[src/rtl/mac_result_accumulator_if.sv]
// Handshake bundle between the MAC partial-result stream, the accumulator and
// the downstream consumer of finished dot-product words.
interface mac_result_accumulator_if #(
  parameter int PROD_WIDTH = 16,
  parameter int ACC_WIDTH  = 20
);
  logic                  in_valid;
  logic                  in_ready;
  logic [PROD_WIDTH-1:0] in_sum;
  logic                  in_carry;
  logic                  out_valid;
  logic                  out_ready;
  logic [ACC_WIDTH-1:0]  out_data;
  logic                  out_ovf;

  modport master (
    output in_valid, in_sum, in_carry, out_ready,
    input  in_ready, out_valid, out_data, out_ovf
  );

  modport slave (
    input  in_valid, in_sum, in_carry, out_ready,
    output in_ready, out_valid, out_data, out_ovf
  );
endinterface

[src/rtl/mac_result_accumulator.sv]
// Sums a programmable number of MAC partials ({carry, sum}) into one saturating
// wide word and holds it on a valid/ready port, stalling upstream until taken.
module mac_result_accumulator #(
  parameter int PROD_WIDTH = 16,
  parameter int ACC_WIDTH  = 20,
  parameter int MAX_BEATS  = 16,
  parameter int CNT_WIDTH  = $clog2(MAX_BEATS) + 1
) (
  input  logic                 clk,
  input  logic                 rst,
  input  logic                 clear,
  input  logic [CNT_WIDTH-1:0] cfg_beats,
  mac_result_accumulator_if.slave bus
);
  // state | meaning
  // IDLE  | waiting for the first beat of a new result
  // ACCUM | summing beats until count reaches the latched beat total
  // DONE  | result presented downstream, upstream stalled
  typedef enum logic [1:0] {IDLE, ACCUM, DONE} state_e;

  localparam logic [CNT_WIDTH-1:0] max_beats_c = CNT_WIDTH'(MAX_BEATS);

  state_e                 state_q, state_d;
  logic [ACC_WIDTH-1:0]   acc_q, acc_d;
  logic [CNT_WIDTH-1:0]   cnt_q, cnt_d;
  logic [CNT_WIDTH-1:0]   beats_q, beats_d;
  logic                   ovf_q, ovf_d;
  logic [CNT_WIDTH-1:0]   eff_beats;
  logic [CNT_WIDTH-1:0]   cnt_inc;
  logic [ACC_WIDTH:0]     partial;
  logic [ACC_WIDTH:0]     sum;
  logic                   accept;

  assign eff_beats = (cfg_beats == '0)         ? CNT_WIDTH'(1) :
                     (cfg_beats > max_beats_c) ? max_beats_c   : cfg_beats;
  assign partial   = {{(ACC_WIDTH-PROD_WIDTH){1'b0}}, bus.in_carry, bus.in_sum};
  assign sum       = {1'b0, acc_q} + partial;
  assign cnt_inc   = cnt_q + CNT_WIDTH'(1);
  assign accept    = bus.in_valid && bus.in_ready;

  always_ff @(posedge clk) begin
    if (rst) begin
      state_q <= IDLE;
      acc_q   <= '0;
      cnt_q   <= '0;
      beats_q <= '0;
      ovf_q   <= 1'b0;
    end else begin
      state_q <= state_d;
      acc_q   <= acc_d;
      cnt_q   <= cnt_d;
      beats_q <= beats_d;
      ovf_q   <= ovf_d;
    end
  end

  always_comb begin
    state_d = state_q;
    acc_d   = acc_q;
    cnt_d   = cnt_q;
    beats_d = beats_q;
    ovf_d   = ovf_q;
    if (clear) begin
      // flush wins over any beat or handshake in the same cycle
      state_d = IDLE;
      acc_d   = '0;
      cnt_d   = '0;
      beats_d = '0;
      ovf_d   = 1'b0;
    end else begin
      unique case (state_q)
        IDLE: begin
          if (accept) begin
            beats_d = eff_beats;
            acc_d   = partial[ACC_WIDTH-1:0];
            cnt_d   = CNT_WIDTH'(1);
            state_d = (eff_beats == CNT_WIDTH'(1)) ? DONE : ACCUM;
          end
        end
        ACCUM: begin
          if (accept) begin
            if (sum[ACC_WIDTH]) begin
              acc_d = '1;
              ovf_d = 1'b1;
            end else begin
              acc_d = sum[ACC_WIDTH-1:0];
            end
            cnt_d = cnt_inc;
            if (cnt_inc == beats_q) state_d = DONE;
          end
        end
        DONE: begin
          if (bus.out_ready) begin
            state_d = IDLE;
            acc_d   = '0;
            cnt_d   = '0;
            ovf_d   = 1'b0;
          end
        end
        default: state_d = IDLE;
      endcase
    end
  end

  // out_* come straight from flops; only in_ready sees rst combinationally
  always_comb begin
    bus.in_ready  = !rst && (state_q != DONE);
    bus.out_valid = (state_q == DONE);
    bus.out_data  = acc_q;
    bus.out_ovf   = ovf_q;
  end
endmodule

[src/flat_wrapper.sv]
// flat-port wrapper written by rule: the top's interface ports become plain ports
module mac_result_accumulator_flat 
#(
  parameter int PROD_WIDTH = 16,
  parameter int ACC_WIDTH  = 20,
  parameter int MAX_BEATS  = 16,
  parameter int CNT_WIDTH  = $clog2(MAX_BEATS) + 1
)
  (clk, rst, clear, cfg_beats, bus_in_valid, bus_in_sum, bus_in_carry, bus_out_ready, bus_in_ready, bus_out_valid, bus_out_data, bus_out_ovf);
  mac_result_accumulator_if #(.PROD_WIDTH(PROD_WIDTH), .ACC_WIDTH(ACC_WIDTH)) bus_i ();
  input  logic clk;
  input  logic rst;
  input  logic clear;
  input  logic [CNT_WIDTH-1:0] cfg_beats;
  input wire logic [$bits(bus_i.in_valid)-1:0] bus_in_valid;
  input wire logic [$bits(bus_i.in_sum)-1:0] bus_in_sum;
  input wire logic [$bits(bus_i.in_carry)-1:0] bus_in_carry;
  input wire logic [$bits(bus_i.out_ready)-1:0] bus_out_ready;
  output wire logic [$bits(bus_i.in_ready)-1:0] bus_in_ready;
  output wire logic [$bits(bus_i.out_valid)-1:0] bus_out_valid;
  output wire logic [$bits(bus_i.out_data)-1:0] bus_out_data;
  output wire logic [$bits(bus_i.out_ovf)-1:0] bus_out_ovf;
  assign bus_i.in_valid = bus_in_valid;
  assign bus_i.in_sum = bus_in_sum;
  assign bus_i.in_carry = bus_in_carry;
  assign bus_i.out_ready = bus_out_ready;
  assign bus_in_ready = bus_i.in_ready;
  assign bus_out_valid = bus_i.out_valid;
  assign bus_out_data = bus_i.out_data;
  assign bus_out_ovf = bus_i.out_ovf;
  mac_result_accumulator #(.PROD_WIDTH(PROD_WIDTH), .ACC_WIDTH(ACC_WIDTH), .MAX_BEATS(MAX_BEATS), .CNT_WIDTH(CNT_WIDTH)) u_core (.clk(clk), .rst(rst), .clear(clear), .cfg_beats(cfg_beats), .bus(bus_i));
endmodule
[config.mk]
export PLATFORM = sky130hd
export DESIGN_NAME = mac_result_accumulator_flat
export DESIGN_NICKNAME = d
export VERILOG_FILES = /design/src/rtl/mac_result_accumulator_if.sv /design/src/rtl/mac_result_accumulator.sv /design/src/flat_wrapper.sv
export SDC_FILE = /design/constraint.sdc
export NUM_CORES = 1
export LEC_CHECK = 0
export CAP_MARGIN = 30
export CORE_ASPECT_RATIO = 1.75
export CORE_MARGIN = 1.5
export CORE_UTILIZATION = 35
export DETAILED_ROUTE_END_ITERATION = 8
export SETUP_SLACK_MARGIN = 0.5
export SLEW_MARGIN = 10
export SYNTH_ARGS = -nofsm -noshare
export SYNTH_HDL_FRONTEND = slang
export SYNTH_SLANG_ARGS = --single-unit
[constraint.sdc]
create_clock -name clk -period 4.4 [get_ports clk]
set_input_delay 1.32 -clock clk [delete_from_list [all_inputs] [get_ports clk]]
set_output_delay 1.32 -clock clk [all_outputs]
set_load 0.005 [all_outputs]
== After elaboration in Yosys (flattened, before gate mapping) ==
Index checks and enable logic that the tools add are counted.

* Input bits: 27
* Logic and storage cells: 51
* Flip-flop bits (word level): 33
* Output and inout port bits: 23

* Equal/unequal tests: 10
* Magnitude comparators: 1
* $add $sub $neg: 2
* Reduce and logical (&&, ||, !) cells: 12
* Multiplexer cells: 21

{| class="wikitable"
|+ Operators with widths
! kind !! number
|-
| $mux 20 || 4
|-
| $pmux 20 s3 || 1
|-
| $mux 5 || 5
|-
| $add 20x17->21 || 1
|-
| $pmux 5 s3 || 1
|-
| $reduce_and 4->1 || 3
|-
| $mux 2 || 5
|-
| $ne 2x1->1 const B || 4
|-
| $pmux 2 s3 || 1
|-
| $add 5x1->5 const B || 1
|-
| $eq 5x1->1 const B || 1
|-
| $eq 5x5->1 || 1
|-
| $gt 5x5->1 const B || 1
|-
| $logic_not 5->1 || 1
|-
| $ne 2x2->1 const B || 2
|-
| $mux 1 || 3
|-
| $reduce_bool 3->1 || 1
|-
| $eq 2x1->1 const B || 1
|-
| $eq 2x2->1 const B || 1
|-
| $logic_and 1x1->1 || 2
|-
| $logic_not 2->1 || 1
|-
| $pmux 1 s2 || 1
|-
| $reduce_and 2->1 || 1
|-
| $reduce_bool 2->1 || 1
|-
| other kinds (2) || 2
|}

== Logic depth before layout (Yosys ltp) ==
* Depth in word-level cells: 7
* Gate-level depth with buffers: 10
* Mapped depth without buffers: 9

== Worst setup path before layout ==
Ideal clock, no wire load.

* Kind: input-to-reg
* From: input port bus_in_sum[0]
* To: register u_core.acc_q[18] (netlist: u_core.bus.out_data[18])
* Data arrival time: 3.485 ns
* Setup slack: 0.836 ns
* Library setup time: 0.079 ns
* Cell stages on the path: 9
* Data required time: 4.321 ns
* Buffers on the path: 0
* Cell sequence: ha_1 -> fa_1 -> a21o_1 -> a221oi_2 -> a2111oi_2 -> or2_1 -> a21o_1 -> a41o_1 -> a211oi_2

* Cells in the longest elaborated chain, start to end: 4

{| class="wikitable"
|+ RTL lines
! item !! RTL line !! source
|-
| from (decl) || flat_wrapper.sv:16 || <nowiki>input wire logic [$bits(bus_i.in_sum)-1:0] bus_in_sum;</nowiki>
|-
| $add 20x17->21 || mac_result_accumulator.sv:37 || <nowiki>assign sum = {1'b0, acc_q} + partial;</nowiki>
|-
| $mux 20 || mac_result_accumulator.sv:82 || <nowiki>if (sum[ACC_WIDTH]) begin</nowiki>
|-
| $mux 20 || mac_result_accumulator.sv:81 || <nowiki>if (accept) begin</nowiki>
|-
| $pmux 20 s3 || mac_result_accumulator.sv:71 || <nowiki>unique case (state_q)</nowiki>
|-
| to (signal assigned) || mac_result_accumulator.sv:44 || <nowiki>acc_q <= '0;</nowiki>
|-
| to (signal assigned) || mac_result_accumulator.sv:50 || <nowiki>acc_q <= acc_d;</nowiki>
|-
| to (decl) || mac_result_accumulator.sv:24 || <nowiki>logic [ACC_WIDTH-1:0] acc_q, acc_d;</nowiki>
|}

No other way between the ends. The select of a mux whose other input is x is not followed.
A chain may end at the register's enable or synchronous reset.

== Worst setup path in the final report ==
* From: input port bus_in_sum[0]
* To: register u_core.acc_q[8] (netlist: u_core.bus.out_data[8])

The elaborated chain is that of the path after synthesis.

==> reports/qor.txt <==
Synth Cell Area - 2590 µm²
Via count - 2679
Fin. Hold Viols - 0
Number of global-route vias before repair - 2614
Critical path arrival - 3.90 ns
Synth top area share - 0.255
Power share of the clock group - 0.394
Sequential power share - 0.350
Netlist cell types - 51
Yosys reg bits - 33
Slew HR - 0.527
Layout area overhead - 28.7%
Fin cells - 466
Core ar. - 7180 µm²
Die ar. - 7940 µm²
Share of layout cells above drive strength 1 - 0.0632
Max-cap violations - 0
CTS tree - done
WL per Instance - 16.5 µm
Initial Util - 0.360
Mux share of post-synthesis cell area - 0.00822
Startpoint types - input pin
Post-synthesis xor/xnor area fraction - 0.0710
Post-synth top cells - a21oi_1, dfxtp_1, o21ai_0
Status - finished, final reports clean
Final ANT Viol Nets - 0
Int Power - 0.621 mW
Crit Path Class - input pin to register
Fillers - 767
Most used DFF post-synth - dfxtp_1
Required @ worst endpoint - 4.53 ns
Combinational fraction of design power - 0.256
Max Freq - 265 MHz
Post-synthesis sequential area ratio - 0.255
Critical Path Sink Type - register
Setup Skew - 0.00401 ns
Synth Net Count - 380
Setup Buffers After CTS - 0
Largest family of logic cells by synthesized area - compound AO/OA/AOI/OAI gates
Fin crit period - 3.77 ns
CTS Buf Count - 5
CTS Buffer Depth - 2
Cell leakage power - 1.28 nW
Total congestion overflow - 0
Total GRT Usage - 0.202
Synth Area in Adders - 0.109
Mapped Cells - 331
Worst skew pair latency - 0.29 ns
Initial antenna violation count - 0
Drt total wl - 7.70 mm
Total negative slack - 0 ns
# nets final - 428
Setup-failing EPs final - 0
Overall power - 0.901 mW
PD cells - 270 nW/µm²
Area share of and/or/nand/nor cells after synthesis - 0.243
Synth area leaders - dfxtp_1, ha_1, a21oi_1
First-pass GRT wire length - 12.2 mm
Net Sw Power - 0.280 mW
Avg Synthesized Cell Area - 7.82 µm²
Largest net degree at the start of global routing - 23
CTS Sinks - 33
Worst-margin pin slew - 0.710 ns
Routability cong. - 0.848
Ys Warns - 0
Port Buf Inserts - 49
Worst-path clk slew - 0.06 ns
IO Count - 50
Via density - 5.75
Clk root buf - clkbuf_16
Post-synthesis compound-gate area fraction - 0.280
Tcrit/Tclk final - 0.857
# diodes - 0
Die height - 117 µm
HPWL Detailed - 5.72 mm
PnR worst setup slack - 0.627 ns
Detailed-route DRC error count - 0
Cell count after placement - 457
Synth async-reset ratio - 0
Chip Width - 68.0 µm
DR pass1 iterations - 4
Post-synth EDFFs - 0
Post-Place Setup Slack - 0.310 ns
Max VDD drop - 142 µV
Worst-path fanout max - 9
Initial DRC Count - 123
H-tree depth - 2
RSZ-0062 raised after global routing - false
Row cnt - 41
HP Class - register to register
Slew Limit Fails - 0
Yosys top cell by area - dfxtp_1
Switching part of the total - 0.311
## sequential cells by signal, summed over array words and instances (netlist names)
signal,count
u_core.bus.out_data,20
u_core.bus.out_ovf,1
u_core.beats_q,5
u_core.state_q,2
u_core.cnt_q,5
## critical path, stage by stage
cell and delay, ns:
clkdlybuf4s50_1 0.42, ha_1 0.23, fa_1 0.42, a21o_1 0.22
a221oi_2 0.30, a2111oi_2 0.15, o211ai_1 0.29, and3_1 0.25
buf_4 0.20, a311oi_1 0.10
## timing repair
item                                    in CTS  in global routing
gates resized for setup                      0                  1
hold buffers                                 0                  0
endpoints found under the hold margin        0                  0
endpoints found under the setup margin       0                  2
## layer usage
layer,global-route usage,share of wire
met5,0,0
met4,0.0880,0.022
met3,0.0277,0.037
met2,0.375,0.55
met1,0.219,0.40
## cells by family (layout without fill, tap and decap cells)
logic type	Yosys count	count (layout)
buf+inv	22	71
compound gates	111	111
mux	2	2
xor+xnor	21	21
simple gates	120	120
fa+ha+maj	22	22
flops	33	33
## through the flow
| step | util | cell area, µm² | hold WS, ns |
|---|---|---|---|
| 2_1_floorplan | - | 2590 | 0.449 |
| 3_3_place_gp | 0.442 | 3180 | 0.466 |
| 3_5_place_dp | 0.442 | 3180 | 0.470 |
| 4_1_cts | 0.462 | 3320 | 0.478 |
| 5_1_grt | 0.464 | 3330 | 0.506 |
| 6_report | 0.464 | 3330 | 0.481 |
## power groups by stage
| stage | combinational, mW | sequential, mW | clock, mW |
|---|---|---|---|
| 5_1_grt | 0.256 | 0.317 | 0.368 |
| 4_1_cts | 0.230 | 0.316 | 0.357 |
| 6_report | 0.231 | 0.316 | 0.355 |
| 2_1_floorplan | 0.144 | 0.320 | 0 |
| 3_3_place_gp | 0.226 | 0.322 | 0 |
| 3_5_place_dp | 0.228 | 0.322 | 0 |
## cell usage in the layout (no fill, tap or decap), types with 2 or more instances in the layout
cell type / synthesis / final
a211oi_1: 3 / 3
a21o_1: 7 / 7
a21oi_1: 33 / 33
a311oi_1: 7 / 7
a31oi_1: 5 / 5
and2_1: 2 / 2
and3_1: 3 / 3
buf_4: 0 / 6
clkbuf_16: 0 / 5
clkdlybuf4s50_1: 0 / 49
clkinv_2: 0 / 2
dfxtp_1: 33 / 33
ha_1: 21 / 21
inv_1: 7 / 7
nand2_1: 21 / 20
nand2b_1: 9 / 9
nand3_1: 17 / 17
nand3b_1: 4 / 4
nor2_1: 23 / 23
nor2b_1: 7 / 7
nor3_1: 11 / 11
nor3b_1: 6 / 6
nor4_1: 3 / 3
o211ai_1: 10 / 10
o21a_1: 3 / 3
o21ai_0: 24 / 24
o21ai_1: 3 / 3
o31ai_1: 3 / 3
or2_1: 3 / 4
or3_1: 5 / 5
or3b_1: 2 / 2
xnor2_1: 14 / 14
xor2_1: 7 / 7
## final cells by class
| cell class | count | area [µm²] | area share |
|---|---|---|---|
| clock buffer | 5 | 125 | 0.0376 |
| clock inverter | 3 | 17.5 | 0.00526 |
| inverter | 7 | 26.3 | 0.00789 |
| multi-input combinational | 276 | 1850 | 0.555 |
| sequential | 33 | 661 | 0.198 |
| tap | 86 | 108 | 0.0323 |
| timing repair buffer | 56 | 547 | 0.164 |
## path summary, 6_finish.rpt
path / start / end / slack (ns) / cells after the start
worst max-delay path: bus_in_sum[0] / u_core.bus.out_data[8] / 0.63 / 10
worst min-delay path: u_core.cnt_q[1] / u_core.cnt_q[1] / 0.48 / 2
worst max register to register: u_core.bus.out_data[0] / u_core.bus.out_data[8] / 1.75 / 9
worst min register to register: u_core.cnt_q[1] / u_core.cnt_q[1] / 0.48 / 2
Power figures use the tool's default switching activity.
